### src/rtl/xbar_pkg.sv
// Shared definitions for the N x N round-robin crossbar: counter width and a
// lane-slice helper for packed per-lane vectors.
package xbar_pkg;

  localparam int CNT_W    = 16;
  localparam int VEC_MAX  = 256;
  localparam int LANE_MAX = 32;

  // Returns lane idx of width w from a packed vector (lanes up to LANE_MAX bits).
  function automatic logic [LANE_MAX-1:0] lane_slice(input logic [VEC_MAX-1:0] vec,
                                                     input int idx, input int w);
    logic [VEC_MAX-1:0] mask;
    mask = {VEC_MAX{1'b1}} >> (VEC_MAX - w);
    return LANE_MAX'((vec >> (idx * w)) & mask);
  endfunction

endpackage

### src/rtl/rr_arbiter.sv
// Combinational round-robin arbiter: searches req upward from ptr (mod N) and
// grants the first set bit when en is high.
module rr_arbiter #(
  parameter int N  = 4,
  parameter int DW = $clog2(N)
) (
  input  logic [N-1:0]  req,
  input  logic [DW-1:0] ptr,
  input  logic          en,
  output logic [N-1:0]  gnt,
  output logic [DW-1:0] gnt_idx,
  output logic          any
);

  logic [DW-1:0] idx;

  // N is a power of two, so DW-bit addition wraps modulo N.
  always_comb begin
    gnt     = '0;
    gnt_idx = '0;
    any     = 1'b0;
    idx     = '0;
    for (int k = 0; k < N; k++) begin
      idx = ptr + DW'(k);
      if (en && !any && req[idx]) begin
        gnt[idx] = 1'b1;
        gnt_idx  = idx;
        any      = 1'b1;
      end
    end
  end

endmodule

### src/rtl/crossbar_nxn_rr.sv
// N x N registered crossbar with per-output round-robin arbitration and
// valid/ready flow control. Define XBAR_CNT_EN to add per-output grant counters.
module crossbar_nxn_rr
  import xbar_pkg::*;
#(
  parameter int N  = 4,
  parameter int W  = 4,
  parameter int DW = $clog2(N)
) (
  input  logic            clk,
  input  logic            rst_n,
  input  logic [N-1:0]    in_valid,
  output logic [N-1:0]    in_ready,
  input  logic [N*DW-1:0] in_dest,
  input  logic [N*W-1:0]  in_data,
  output logic [N-1:0]    out_valid,
  input  logic [N-1:0]    out_ready,
  output logic [N*DW-1:0] out_src,
  output logic [N*W-1:0]  out_data
`ifdef XBAR_CNT_EN
  ,
  output logic [N*CNT_W-1:0] out_cnt
`endif
);

  logic [DW-1:0] dest      [N];
  logic [N-1:0]  req       [N];
  logic [N-1:0]  gnt       [N];
  logic [DW-1:0] gidx      [N];
  logic [N-1:0]  any_g;
  logic [N-1:0]  free;
  logic [W-1:0]  gdata     [N];

  logic [N-1:0]  vld_p1;
  logic [W-1:0]  data_p1   [N];
  logic [DW-1:0] src_p1    [N];
  logic [DW-1:0] ptr_p1    [N];

  always_comb begin
    for (int i = 0; i < N; i++) begin
      dest[i] = '0;
      dest[i] = DW'(lane_slice(VEC_MAX'(in_dest), i, DW));
    end
    for (int j = 0; j < N; j++) begin
      req[j] = '0;
      for (int i = 0; i < N; i++)
        req[j][i] = in_valid[i] && (dest[i] == DW'(j));
    end
  end

  // An input requests only one output, so OR-ing grants across outputs is safe.
  always_comb begin
    in_ready = '0;
    for (int j = 0; j < N; j++)
      for (int i = 0; i < N; i++)
        if (rst_n && gnt[j][i]) in_ready[i] = 1'b1;
  end

  for (genvar j = 0; j < N; j++) begin : g_out
    assign free[j] = ~vld_p1[j] | out_ready[j];
    assign gdata[j] = W'(lane_slice(VEC_MAX'(in_data), int'(gidx[j]), W));

    rr_arbiter #(.N(N), .DW(DW)) u_arb (
      .req     (req[j]),
      .ptr     (ptr_p1[j]),
      .en      (free[j]),
      .gnt     (gnt[j]),
      .gnt_idx (gidx[j]),
      .any     (any_g[j])
    );

    assign out_data[j*W +: W]   = data_p1[j];
    assign out_src[j*DW +: DW]  = src_p1[j];
  end

  assign out_valid = vld_p1;

  // ---- stage p1: output holding registers ----
  always_ff @(posedge clk or negedge rst_n) begin
    if (!rst_n) begin
      vld_p1 <= '0;
      for (int j = 0; j < N; j++) begin
        data_p1[j] <= '0;
        src_p1[j]  <= '0;
        ptr_p1[j]  <= '0;
      end
    end else begin
      for (int j = 0; j < N; j++) begin
        if (any_g[j]) begin
          vld_p1[j]  <= 1'b1;
          data_p1[j] <= gdata[j];
          src_p1[j]  <= gidx[j];
          ptr_p1[j]  <= gidx[j] + DW'(1);
        end else if (out_ready[j]) begin
          vld_p1[j]  <= 1'b0;
        end
      end
    end
  end

`ifdef XBAR_CNT_EN
  logic [CNT_W-1:0] cnt_p1 [N];

  always_ff @(posedge clk or negedge rst_n) begin
    if (!rst_n) begin
      for (int j = 0; j < N; j++) cnt_p1[j] <= '0;
    end else begin
      for (int j = 0; j < N; j++)
        if (any_g[j]) cnt_p1[j] <= cnt_p1[j] + CNT_W'(1);
    end
  end

  for (genvar j = 0; j < N; j++) begin : g_cnt
    assign out_cnt[j*CNT_W +: CNT_W] = cnt_p1[j];
  end
`endif

endmodule

### config.mk
export PLATFORM = sky130hd
export DESIGN_NAME = crossbar_nxn_rr
export DESIGN_NICKNAME = d
export VERILOG_FILES = /design/src/rtl/xbar_pkg.sv /design/src/rtl/rr_arbiter.sv /design/src/rtl/crossbar_nxn_rr.sv
export SDC_FILE = /design/constraint.sdc
export NUM_CORES = 1
export LEC_CHECK = 0
export BUFFER_PORTS_ARGS = -buffer_cell sky130_fd_sc_hd__buf_2
export CAP_MARGIN = 30
export CORE_MARGIN = 5
export CORE_UTILIZATION = 30
export CTS_BUF_LIST = sky130_fd_sc_hd__clkbuf_2 sky130_fd_sc_hd__clkbuf_4 sky130_fd_sc_hd__clkbuf_8
export DETAILED_ROUTE_END_ITERATION = 8
export PLACE_DENSITY_LB_ADDON = 0.12
export SETUP_SLACK_MARGIN = 0.4
export SYNTH_ARGS = -nofsm -noshare
export SYNTH_HDL_FRONTEND = slang
export SYNTH_SLANG_ARGS = --single-unit
### constraint.sdc
create_clock -name clk -period 8.96 [get_ports clk]
set_input_delay 0.448 -clock clk [delete_from_list [all_inputs] [get_ports clk]]
set_output_delay 0.448 -clock clk [all_outputs]
set_load 0.005 [all_outputs]
After elaboration in Yosys (flattened, before gate mapping). Index checks and enable logic that the tools add are counted.

Output and inout port bits: 32. Input bits: 34. Word-level logic and storage cells: 332. Flip-flop bits (word level): 36.

Shift-type cells: 4. $add $sub $neg: 16. Bitwise logic cells: 20. Magnitude comparators: 32. Reduce and logical (&&, ||, !) cells: 96. Multiplexer cells: 136. Equal/unequal tests: 12.

Operators with widths (number): 1-bit logical AND (76); 1-bit 2-to-1 mux (72); 4-bit 2-to-1 mux (16); 16-bit by 4-bit >> shifter with 4-bit output (4); 2-bit by 3-bit < comparator with 1-bit output, second input constant (16); 4-bit OR (12); 1-bit binary-select mux with 2-bit select (16); 1-bit demux with 2-bit select (16); 2-bit by 1-bit greater-or-equal comparator with 1-bit output, second input constant (16); 2-bit 2-to-1 mux (16); 2-bit by 1-bit adder with 2-bit output, second input constant (8); 2-bit adder, second input constant (8); 2-bit equality test, second input constant (8); 1-bit logical NOT (12); 2-bit by 1-bit equality test with 1-bit output, second input constant (4); 2-bit logical NOT (4); 2-bit nonzero test (4); 1-bit inverter (4); 1-bit OR (4).

Depth between registers and ports, before layout.
Word-level depth: 23. Gate-level depth with buffers: 13. Gate-level depth less buffers: 9.

Hierarchy. A second synthesis with hierarchy kept.

Cells, all modules: 444. Area, all modules: 4190.3 sq um.

By module, submodules not included: rr_arbiter (sequential area each 0.0 sq um, area an instance 549.3 sq um, times used 4, cells each 66); crossbar_nxn_rr (sequential area each 900.9 sq um, area an instance 1993.2 sq um, times used 1, cells each 180).

Worst setup path before layout. OpenSTA, ideal clock, no wires.

Path type: flip-flop to output port. From: reg ptr_p1[4] (netlist bit). To: out in_ready[0]. Cell stages (with the launch flop): 13. Slack: 5783 ps. Required time: 8512 ps. Data arrival time: 2729 ps. Path buffers: 3. Path through: dfrtp_1 buf_2 inv_1 buf_1 ha_1 clkbuf_1 inv_1 a211oi_2 o221ai_1 nor2_1 nand2_1 and3_1 a31oi_1.

Longest elaborated chain between the ends: 20. Elaborated cells between the ends (all ways): 55. Classes of those cells: add/sub (3); order compare (8); mux (26); bitwise (3); reduce/logical (15).

RTL lines: start: declaration (RTL line crossbar_nxn_rr.sv:37) `logic [DW-1:0] ptr_p1 [N];`; start signal: indexed assignment (RTL line crossbar_nxn_rr.sv:93) `ptr_p1[j] <= gidx[j] + DW'(1);`; parallel branches: the longest is 15 deep, another holds 2-bit by 3-bit < comparator with 1-bit output; 4-bit 2-to-1 mux (*) (RTL line rr_arbiter.sv:25) `if (en && !any && req[idx]) begin`; 1-bit logical AND (*) (RTL line crossbar_nxn_rr.sv:56) `if (rst_n && gnt[j][i]) in_ready[i] = 1'b1;`; 1-bit 2-to-1 mux (*) (3 in a row) (RTL line crossbar_nxn_rr.sv:56); end: declaration (RTL line crossbar_nxn_rr.sv:13) `output logic [N-1:0] in_ready,`.

Mark *: on every way between the ends. The select of a mux whose other input is x is not followed.

Worst setup path in the final report.
From: reg ptr_p1[4] (netlist bit). To: out in_ready[3].

The elaborated chain is that of the path after synthesis.

==> results.toml <==
[run_status]
status = "completed"

[worst_setup_path]
reg2reg_to = "out_data[5]$_DFFE_PN0P_"
crit_start = "ptr_p1[4]$_DFFE_PN0P_"
cp-start-kind = "register"
crit_family = "compound AO/OA/AOI/OAI gates"
critPathRequiredTime_ns = 8.51
worst_r2r_path_depth = 9
max_stage_delay_ns = 0.78
cp-end-kind = "output pin"
r2r-start = "ptr_p1[4]$_DFFE_PN0P_"
crit_cells = 9
cpMostUsedCell = "inv_1"
cp_slowest_cell = "dfrtp_1"
rrSetupSlack_ns = 5.09
worstPathMaxFanout = 23
cp-endpoint = "in_ready[3]"
crit_arrival_ns = 3.92
crit_buf_inv = 3
crit_path_cell_trace = "inv_1 -> ha_1 -> inv_1 -> a211oi_2 -> o221ai_1 -> nor2_1 -> a221oi_1 -> a41oi_1 -> buf_2"
critical_path_class = "reg2out"

[cts]
cts-root-buf = "clkbuf_8"
htreeDepth = 2
clock_latency_ns = 0.29
ctsLongestPathBuffers = 2
clkTransAtPathRegs_ns = 0.09
cts_resized = 0
cts_num_sinks = 36
cts_tree = "done"
cts_setup_buffers = 0
cts_buffers = 5
cts_hold_buf = 0

[die]
fp-row-count = 43
pin_count = 66
die_h_um = 130
core_um2 = 14000
initial_utilization = 0.307
die_area_um2 = 16800
fp.dieW_um = 130

[yosys]
ys.warnings.count = 0
synthesis.nets = 561
netlist_area_um2 = 4300
synthCells = 495
synth-edff-count = 0
async_flop_share = 1.00
ys_seq_elements = 36
ys.flop_type = "dfrtp_1"
avgSynthCellArea_um2 = 8.69
ys_seq_area_frac = 0.209
synth_cell_types = 85

[timing]
max_freq_mhz = 229
drv_slew = 0
finalHoldViolCount = 0
setup_tns_ns = 0
tightest_slew_ns = 0.806
setup_viol = 0
rsz0062_at_grt = "no"
finalCritPeriodShare = 0.488
slew_headroom = 0.462
min_period_ns = 4.37
clock_skew_ns = 0.00449

[global_route]
grt.overflow.total = 0
antenna_found_initial = 0
grt_pass1_vias = 4333
grt_pass1_wl_um = 23900
grt_max_degree = 24
grtUsageTotal = 0.179

[final_layout]
syn_to_final_growth_pct = 11.9
fin_nets = 603
final_layout_size_suffix_gt1_frac = 0.208
antenna_cells = 0
fill_cells = 1502
mostFrequentLayoutCell = "buf_2"
mostFrequentLayoutCells = "buf_2, nand2_1, dfrtp_1"

[drt]
route.antenna.remaining_nets = 0
viasPerCell = 6.06
dr.first_iter.drc_count = 499
routed_wl_um = 15300
vias = 4350
routedWlPerCell_um = 21.3
drc_errors = 0
dr.pass1.iters = 6

[power_and_ir_drop]
p_sw_mw = 0.763
p_int_mw = 0.716
comb_power_share = 0.673
p_sw_frac = 0.516
ir_drop_v = 0.0000788
power_density_nw_per_um2 = 307
power_mw = 1.48
p_clk_frac = 0.089
p_leak_nw = 2.07
seqPwrFrac = 0.238

[placement]
io_buffers = 65
hpwl_um = 11800
place.gp.congestion = 0.927

[min_path]
hp-class = "in2async"

[job]
maxCapViolCount = 0
==> cell families after synthesis <==
kind of cell | count (synthesis) | share of synthesized area
buffers and inverters | 49 | 0.0541
DFF | 36 | 0.209
and+or+nand+nor | 207 | 0.285
AOI/OAI and AO/OA | 140 | 0.267
muxes | 28 | 0.0852
adders and majority gates | 32 | 0.0931
xor gates and xnor gates | 3 | 0.00611
==> cells in the mapped netlist, types with 7 or more instances <==
library cell  instances  area, µm²
a211oi_1             11       82.6
a21oi_1              21        105
a222oi_1              8       80.1
a32oi_1               8       70.1
and2_1                7       43.8
and3_1               14       87.6
buf_2                12       60.1
clkbuf_1             10       37.5
dfrtp_1              36        901
ha_1                 32        400
inv_1                15       56.3
mux2i_1              19        190
nand2_1              51        191
nand3_1              16       80.1
nand3b_1              8       60.1
nor2_1               24       90.1
nor3_1               15       75.1
o211ai_1              7       52.6
o21ai_0               9       45.0
or2_2                 7       43.8
==> stage by stage <==
stage | instances | hold slack (ns) | util | area (µm²) | setup WS, ns
global placement | 709 | 0.459 | 0.336 | 4700 | 5.17
floorplan | 495 | 0.152 | - | 4300 | 5.78
detailed placement | 710 | 0.414 | 0.337 | 4720 | 5.01
CTS | 718 | 0.0886 | 0.344 | 4810 | 4.67
global route | 718 | 0.0993 | 0.344 | 4810 | 4.33
finish | 718 | 0.0760 | 0.344 | 4810 | 4.59
==> layer usage <==
layer | track usage | vias up | share of wire
li1 | - | 2004 | -
met1 | 0.231 | 2152 | 0.43
met4 | 0.0465 | 0 | 0.018
met3 | 0.0205 | 29 | 0.044
met2 | 0.318 | 165 | 0.51
met5 | 0 | - | 0
==> final cells by class <==
cell class,count,area (µm²),area share
Multi-Input combinational cell,410,3170,0.659
Tap cell,180,225,0.0468
Timing Repair Buffer,67,353,0.0733
Inverter,17,63.8,0.0133
Sequential cell,36,901,0.187
Clock inverter,2,13.8,0.00286
Clock buffer,6,82.6,0.0172
==> power groups by stage <==
stage                     Sequential (mW)  Clock [mW]  Combinational [mW]
after detailed placement            0.355           0               0.990
after CTS                           0.353       0.139               0.994
final                               0.353       0.132               0.996
after global routing                0.368       0.143                1.09
after global placement              0.352           0               0.990
after floorplan                     0.306           0               0.749
==> worst min-delay path by stage <==
stage,from,endpoint,slack (ns),cells after the start
global route,rst_n,out_valid[1]$_DFFE_PN0P_,0.1,1
detailed placement,rst_n,out_valid[1]$_DFFE_PN0P_,0.41,1
floorplan,rst_n,out_data[0]$_DFFE_PN0P_,0.15,0
finish,rst_n,out_valid[1]$_DFFE_PN0P_,0.08,1
CTS,rst_n,out_valid[1]$_DFFE_PN0P_,0.09,1
global placement,out_src[4]$_DFFE_PN0P_,out_src[4]$_DFFE_PN0P_,0.46,2
==> worst reg2reg max path, stage by stage, from the launching register on <==
cell,delay (ns)
dfrtp_1,0.78
inv_1,0.49
ha_1,0.58
inv_1,0.11
a211oi_2,0.27
o221ai_1,0.24
nor2_1,0.48
o22a_1,0.41
mux2i_1,0.26
o221ai_1,0.14
==> flip-flops by register name, summed over array words and instances (netlist names) <==
name / cells
out_valid: 4
out_src: 8
out_data: 16
ptr_p1: 8
No activity file was read; power rests on OpenSTA's default activity.
